`config.mk`:
```
export PLATFORM = sky130hd
export DESIGN_NAME = palette_upload_ctrl
export DESIGN_NICKNAME = d
export VERILOG_FILES = /design/src/rtl/palette_upload_ctrl.sv
export SDC_FILE = /design/constraint.sdc
export NUM_CORES = 1
export LEC_CHECK = 0
export CAP_MARGIN = 30
export CORE_AREA = 2 2 318 320
export DETAILED_ROUTE_END_ITERATION = 16
export DIE_AREA = 0 0 320 322
export GPL_ROUTABILITY_DRIVEN = 0
export GPL_TIMING_DRIVEN = 0
export PLACE_DENSITY = 0.61
export RECOVER_POWER = 50
export SLEW_MARGIN = 10
export SYNTH_ARGS = -nofsm -noshare
export SYNTH_HDL_FRONTEND = slang
export SYNTH_SLANG_ARGS = --single-unit
```
`constraint.sdc`:
```
create_clock -name clk -period 3.2 [get_ports clk]
set_clock_uncertainty 0.1 [all_clocks]
set_input_delay 0.48 -clock clk [delete_from_list [all_inputs] [get_ports clk]]
set_output_delay 0.48 -clock clk [all_outputs]
set_load 0.02 [all_outputs]
```
`src/rtl/palette_upload_ctrl.sv`:
```
// palette_upload_ctrl: loads a 64 x RGB888 user palette from the ioctl download
// stream into a 64 x 15 BGR555 single-port RAM and shares that port with video reads.
// Optional build macro: PAL_CHECKSUM_EN adds a 16-bit running sum of accepted bytes.
//
// Handshake: ioctl_wr is a one-cycle byte strobe, accepted when ioctl_wait=0.
// ioctl_wait rises only while a completed entry is still waiting for the RAM port
// and the next byte would complete another entry. vid_rd always owns the RAM port
// in its cycle, and read data appears on vid_data one cycle later.
module palette_upload_ctrl #(
   parameter logic [7:0] PAL_INDEX  = 8'd2,
   parameter logic [3:0] CUSTOM_SEL = 4'd14,
   parameter int         ENTRIES    = 64
) (
   input  logic                        clk,
   input  logic                        reset_n,
   input  logic                        ioctl_download,
   input  logic [7:0]                  ioctl_index,
   input  logic                        ioctl_wr,
   input  logic [7:0]                  ioctl_dout,
   output logic                        ioctl_wait,
   input  logic [3:0]                  pal_sel,
   input  logic                        vid_rd,
   input  logic [$clog2(ENTRIES)-1:0]  vid_addr,
   output logic [14:0]                 vid_data,
   output logic                        use_custom,
   output logic                        load_err,
   output logic [15:0]                 pal_checksum,
   output logic [1:0]                  dbg_state
);

   localparam int AW = $clog2(ENTRIES);
   localparam int EW = $clog2(ENTRIES + 1);
   localparam logic [EW-1:0] ENTRY_END = EW'(ENTRIES);

   typedef enum logic [1:0] {
      ST_IDLE  = 2'd0,
      ST_LOAD  = 2'd1,
      ST_FLUSH = 2'd2
   } state_t;

   state_t         state_q, state_d;
   logic [1:0]     phase_q, phase_d;
   logic [EW-1:0]  entry_q, entry_d;
   logic [4:0]     r_q, r_d;
   logic [4:0]     g_q, g_d;
   logic           pend_valid_q, pend_valid_d;
   logic [AW-1:0]  pend_addr_q, pend_addr_d;
   logic [14:0]    pend_data_q, pend_data_d;
   logic           load_err_q, load_err_d;
   logic           custom_valid_q, custom_valid_d;
   logic           use_custom_q, use_custom_d;
   logic [14:0]    vid_data_q, vid_data_d;
   logic [14:0]    mem_q [ENTRIES];

   logic active;
   logic wait_w;
   logic commit;
   logic byte_ok;

   assign active = ioctl_download && (ioctl_index == PAL_INDEX);
   assign wait_w = pend_valid_q && (phase_q == 2'd2);
   // Video reads win the port; a pending write slips into the next free cycle.
   assign commit = pend_valid_q && !vid_rd;

   // Next-state, byte assembly, pending-write and status logic.
   always_comb begin
      state_d        = state_q;
      phase_d        = phase_q;
      entry_d        = entry_q;
      r_d            = r_q;
      g_d            = g_q;
      pend_valid_d   = pend_valid_q && !commit;
      pend_addr_d    = pend_addr_q;
      pend_data_d    = pend_data_q;
      load_err_d     = load_err_q;
      custom_valid_d = custom_valid_q;
      byte_ok        = 1'b0;
      case (state_q)
         ST_IDLE: begin
            if (active) begin
               state_d        = ST_LOAD;
               phase_d        = 2'd0;
               entry_d        = '0;
               load_err_d     = 1'b0;
               custom_valid_d = 1'b0;
            end
         end
         ST_LOAD: begin
            if (!active) begin
               state_d = ST_FLUSH;
            end else if (ioctl_wr) begin
               if (wait_w || (entry_q == ENTRY_END)) begin
                  load_err_d = 1'b1;
               end else begin
                  byte_ok = 1'b1;
                  case (phase_q)
                     2'd0: begin
                        r_d     = ioctl_dout[7:3];
                        phase_d = 2'd1;
                     end
                     2'd1: begin
                        g_d     = ioctl_dout[7:3];
                        phase_d = 2'd2;
                     end
                     2'd2: begin
                        pend_valid_d = 1'b1;
                        pend_addr_d  = entry_q[AW-1:0];
                        pend_data_d  = {ioctl_dout[7:3], g_q, r_q};
                        entry_d      = entry_q + 1'b1;
                        phase_d      = 2'd0;
                     end
                     default: phase_d = 2'd0;
                  endcase
               end
            end
         end
         ST_FLUSH: begin
            // A partial entry is simply never written; only whole loads validate.
            if (!pend_valid_q) begin
               state_d = ST_IDLE;
               if ((entry_q == ENTRY_END) && (phase_q == 2'd0) && !load_err_q) begin
                  custom_valid_d = 1'b1;
               end else begin
                  load_err_d     = 1'b1;
                  custom_valid_d = 1'b0;
               end
            end
         end
         default: state_d = ST_IDLE;
      endcase
      use_custom_d = custom_valid_q && (pal_sel == CUSTOM_SEL);
      vid_data_d   = vid_rd ? mem_q[vid_addr] : vid_data_q;
   end

   // Control and output registers.
   always_ff @(posedge clk or negedge reset_n) begin
      if (!reset_n) begin
         state_q        <= ST_IDLE;
         phase_q        <= 2'd0;
         entry_q        <= '0;
         r_q            <= '0;
         g_q            <= '0;
         pend_valid_q   <= 1'b0;
         pend_addr_q    <= '0;
         pend_data_q    <= '0;
         load_err_q     <= 1'b0;
         custom_valid_q <= 1'b0;
         use_custom_q   <= 1'b0;
         vid_data_q     <= '0;
      end else begin
         state_q        <= state_d;
         phase_q        <= phase_d;
         entry_q        <= entry_d;
         r_q            <= r_d;
         g_q            <= g_d;
         pend_valid_q   <= pend_valid_d;
         pend_addr_q    <= pend_addr_d;
         pend_data_q    <= pend_data_d;
         load_err_q     <= load_err_d;
         custom_valid_q <= custom_valid_d;
         use_custom_q   <= use_custom_d;
         vid_data_q     <= vid_data_d;
      end
   end

   // Palette RAM write port; contents are deliberately not reset.
   always_ff @(posedge clk) begin
      if (commit) mem_q[pend_addr_q] <= pend_data_q;
   end

`ifdef PAL_CHECKSUM_EN
   logic [15:0] csum_q, csum_d;

   // Running sum of accepted bytes, restarted when a download begins.
   always_comb begin
      csum_d = csum_q;
      if ((state_q == ST_IDLE) && active) csum_d = 16'h0000;
      else if (byte_ok)                   csum_d = csum_q + {8'h00, ioctl_dout};
   end

   // Checksum register.
   always_ff @(posedge clk or negedge reset_n) begin
      if (!reset_n) csum_q <= 16'h0000;
      else          csum_q <= csum_d;
   end

   assign pal_checksum = csum_q;
`else
   assign pal_checksum = 16'h0000;
`endif

   // Low colour bits are truncated by design; byte_ok only feeds the checksum.
   logic unused_sig;
   assign unused_sig = ^{byte_ok, ioctl_dout[2:0]};

   assign ioctl_wait = wait_w;
   assign vid_data   = vid_data_q;
   assign use_custom = use_custom_q;
   assign load_err   = load_err_q;
   assign dbg_state  = state_q;

endmodule

```
==> results.json <==
{
  "worst_pin_slew_ns": 2.503,
  "switching_share_pct": 21.28,
  "layout_min_cycle_time_ns": 3.298,
  "yosysMostFrequentCell": "edfxtp_1",
  "drt-total-wl_um": 92190,
  "ioPinCount": 67,
  "hold_start": "pal_sel[0]",
  "reg2reg_slack_ns": 0.17,
  "fmax_mhz": 303.3,
  "io_buffers": 44,
  "start_util_pct": 39.85,
  "rsz0062_at_grt": "yes",
  "internal_power_mw": 21.32,
  "synth_top_cell_by_area": "edfxtp_1",
  "cts_max_path_buffers": 3,
  "yosysSeqAreaShare_pct": 76.51,
  "ys_top_cells_by_count": "960 x edfxtp_1, 225 x mux4_2, 92 x mux2_2",
  "max_cap_viol_count": 7,
  "first_pass_iters": 7,
  "cts.clk_slew.worst_paths_ns": 0.06,
  "setup_tns_ns": -2.050,
  "wl_per_cell_um": 26.61,
  "power.leakage_nw": 15.64,
  "gr-total-overflow": 0,
  "syn_inst": 1860,
  "ys_ff_latch": 1021,
  "antenna_found_initial": 2,
  "final_area_um2": 45970,
  "async_flop_share_pct": 5.975,
  "final_util_pct": 46.17,
  "timing.rr.start": "pend_data_q[4]",
  "track_usage_pct": 17.99,
  "seqPwrFrac_pct": 53.6,
  "die_w_um": 320,
  "power.density_nw_per_um2": 589.2,
  "dr.first_iter.drc_count": 2096,
  "via_per_inst": 5.546,
  "rr_worst_depth": 1,
  "hold_class": "input pin to flip-flop",
  "cpMaxStageDelayCell": "nor2_2",
  "required_ns": 3.37,
  "pre_cts_ws_ns": -0.8063,
  "vdd_drop_max_uv": 402.8,
  "cp.arrival_ns": 3.47,
  "synth.top_cell.area_share_pct": 72.66,
  "cp_top_family": "simple AND/OR/NAND/NOR gates",
  "drive_above_1_share_pct": 30.16,
  "h-tree-depth": 3,
  "relSlewSlack_pct": -66.87,
  "grt_pass1_vias": 19447,
  "setup_viol": 30,
  "dieArea_um2": 103000,
  "switchingPower_mw": 5.763,
  "antenna_left": 0,
  "post_cts_buffers": 0,
  "cts_tree": "built",
  "synth_ff_type": "edfxtp_1",
  "hold_depth": 2,
  "fin_ws_ns": -0.09755,
  "drc": 0,
  "clock_power_share_pct": 42.3,
  "hold_violations": 0,
  "fp.dieH_um": 322,
  "syn_avg_cell_area_um2": 21.33,
  "cts_made_buffers": 102,
  "rows": 116,
  "cp-start-kind": "input pin",
  "p_total_mw": 27.09,
  "grt_start_max_net_pins": 66,
  "grt_first_pass_wirelength_um": 134700,
  "synthTopCellsByArea": "edfxtp_1 73%, mux4_2 13%, dfrtp_1 3.8%",
  "period_share_pct": 103.0,
  "num_vias": 19211,
  "crit_chain": "clkdlybuf4s50_1 -> clkbuf_1 -> and3b_1 -> nand3_1 -> nor2_2",
  "path_max_fanout": 15,
  "netlist_area_um2": 39670,
  "cp-end-kind": "flip-flop",
  "hold_ws_ns": 0.2433,
  "place_inst": 3273,
  "max_stage_delay_ns": 1.00,
  "layout.cells.non_filler": 3464,
  "yosysWarningCount": 0,
  "critPathBufInv": 2,
  "cts_root_buf": "clkbuf_16",
  "ys_types": 54,
  "status": "finished, violations left",
  "final_nets": 2119,
  "min_to": "use_custom",
  "violations": "max-capacitance violations, max-slew violations, negative setup slack",
  "fill_cells": 8236,
  "finalMaxSlewViolations": 313,
  "placement.cell_area_um2": 42850,
  "dp_hpwl_um": 60920,
  "crit_type": "input pin to flip-flop",
  "worst_r2r_endpoint": "mem_q[24][4]",
  "area_growth_pct": 15.87,
  "core_area_um2": 99570,
  "pwr-share-comb_pct": 4.0,
  "clock-sinks": 1021,
  "synth_edf_count": 960,
  "clk_latency_ns": 0.66
}
-- worst max-delay path by stage --
| stage | depth (start not counted) | end | start | slack, ns |
|---|---|---|---|---|
| after detailed placement | 5 | mem_q[23][0] | vid_rd | -0.81 |
| final | 5 | mem_q[63][14] | vid_rd | -0.1 |
| after floorplan | 4 | mem_q[53][0] | vid_rd | 0.74 |
| after global placement | 5 | mem_q[55][0] | vid_rd | -1.20 |
| after global routing | 5 | mem_q[23][7] | vid_rd | -0.17 |
| after CTS | 5 | mem_q[63][14] | vid_rd | -0.09 |
-- sequential cells by signal (all words and copies together), names as in the netlist, 2 cells and up --
| name | count |
|---|---|
| entry_q | 7 |
| pend_data_q | 15 |
| mem_q | 960 |
| vid_data | 15 |
| g_q | 5 |
| dbg_state | 2 |
| r_q | 5 |
| pend_addr_q | 6 |
| phase_q | 2 |
-- cells by family after synthesis --
group | share of synthesized area, %
compound gates | 2.268
xor+xnor | 0.06624
fa+ha+maj | 0.2208
buf+inv | 1.681
flops | 76.51
mux | 16.95
other cells | 0.009452
simple gates | 2.293
-- layout by cell type (no fill, tap or decap), types with 37 or more instances in the layout --
cell             Yosys  final
mux2_2              92     92
nor2_2               0     61
clkdlybuf4s50_1      0     43
mux4_2             225    225
buf_8                0     37
mux2i_1             61     61
dfrtp_1             61     57
edfxtp_1           960    960
clkbuf_16            0    103
nand2_1             48     48
clkbuf_1            43     63
-- power by group through the flow --
stage	logic (mW)	clock network, mW	registers, mW
global route	1.17	12.2	14.5
floorplan	0.674	0	14.8
finish	1.09	11.5	14.5
global placement	1.08	0	14.8
CTS	1.10	11.7	14.5
detailed placement	1.10	0	14.8
-- area by class of cell --
type / instances / area (um^2) / share of cell area, %
buffer: 114 / 584.3 / 1.271
clock buffer: 119 / 2638 / 5.738
antenna: 1 / 2.502 / 0.005444
inverter: 22 / 82.58 / 0.1796
multi-input combinational: 718 / 8884 / 19.32
clock inverter: 69 / 598.1 / 1.301
tap: 1298 / 1624 / 3.533
sequential: 1021 / 30360 / 66.04
timing repair buffer: 102 / 1197 / 2.605
-- timing repair --
action | CTS | global route
hold buffers | 1 | 0
setup endpoints to repair | 30 | 63
resized for setup | 0 | 3
hold endpoints to repair | 61 | 0
cloned | 0 | 0
-- routing by layer --
layer	GRT usage (%)	vias to the layer above	wire length (um)
li1	-	8158	-
met1	26.17	10154	40450
met2	28.09	753	42890
met3	3.087	142	6384
met4	4.987	4	2448
met5	0	-	26
Note: power is estimated with default switching activity, not from simulation.
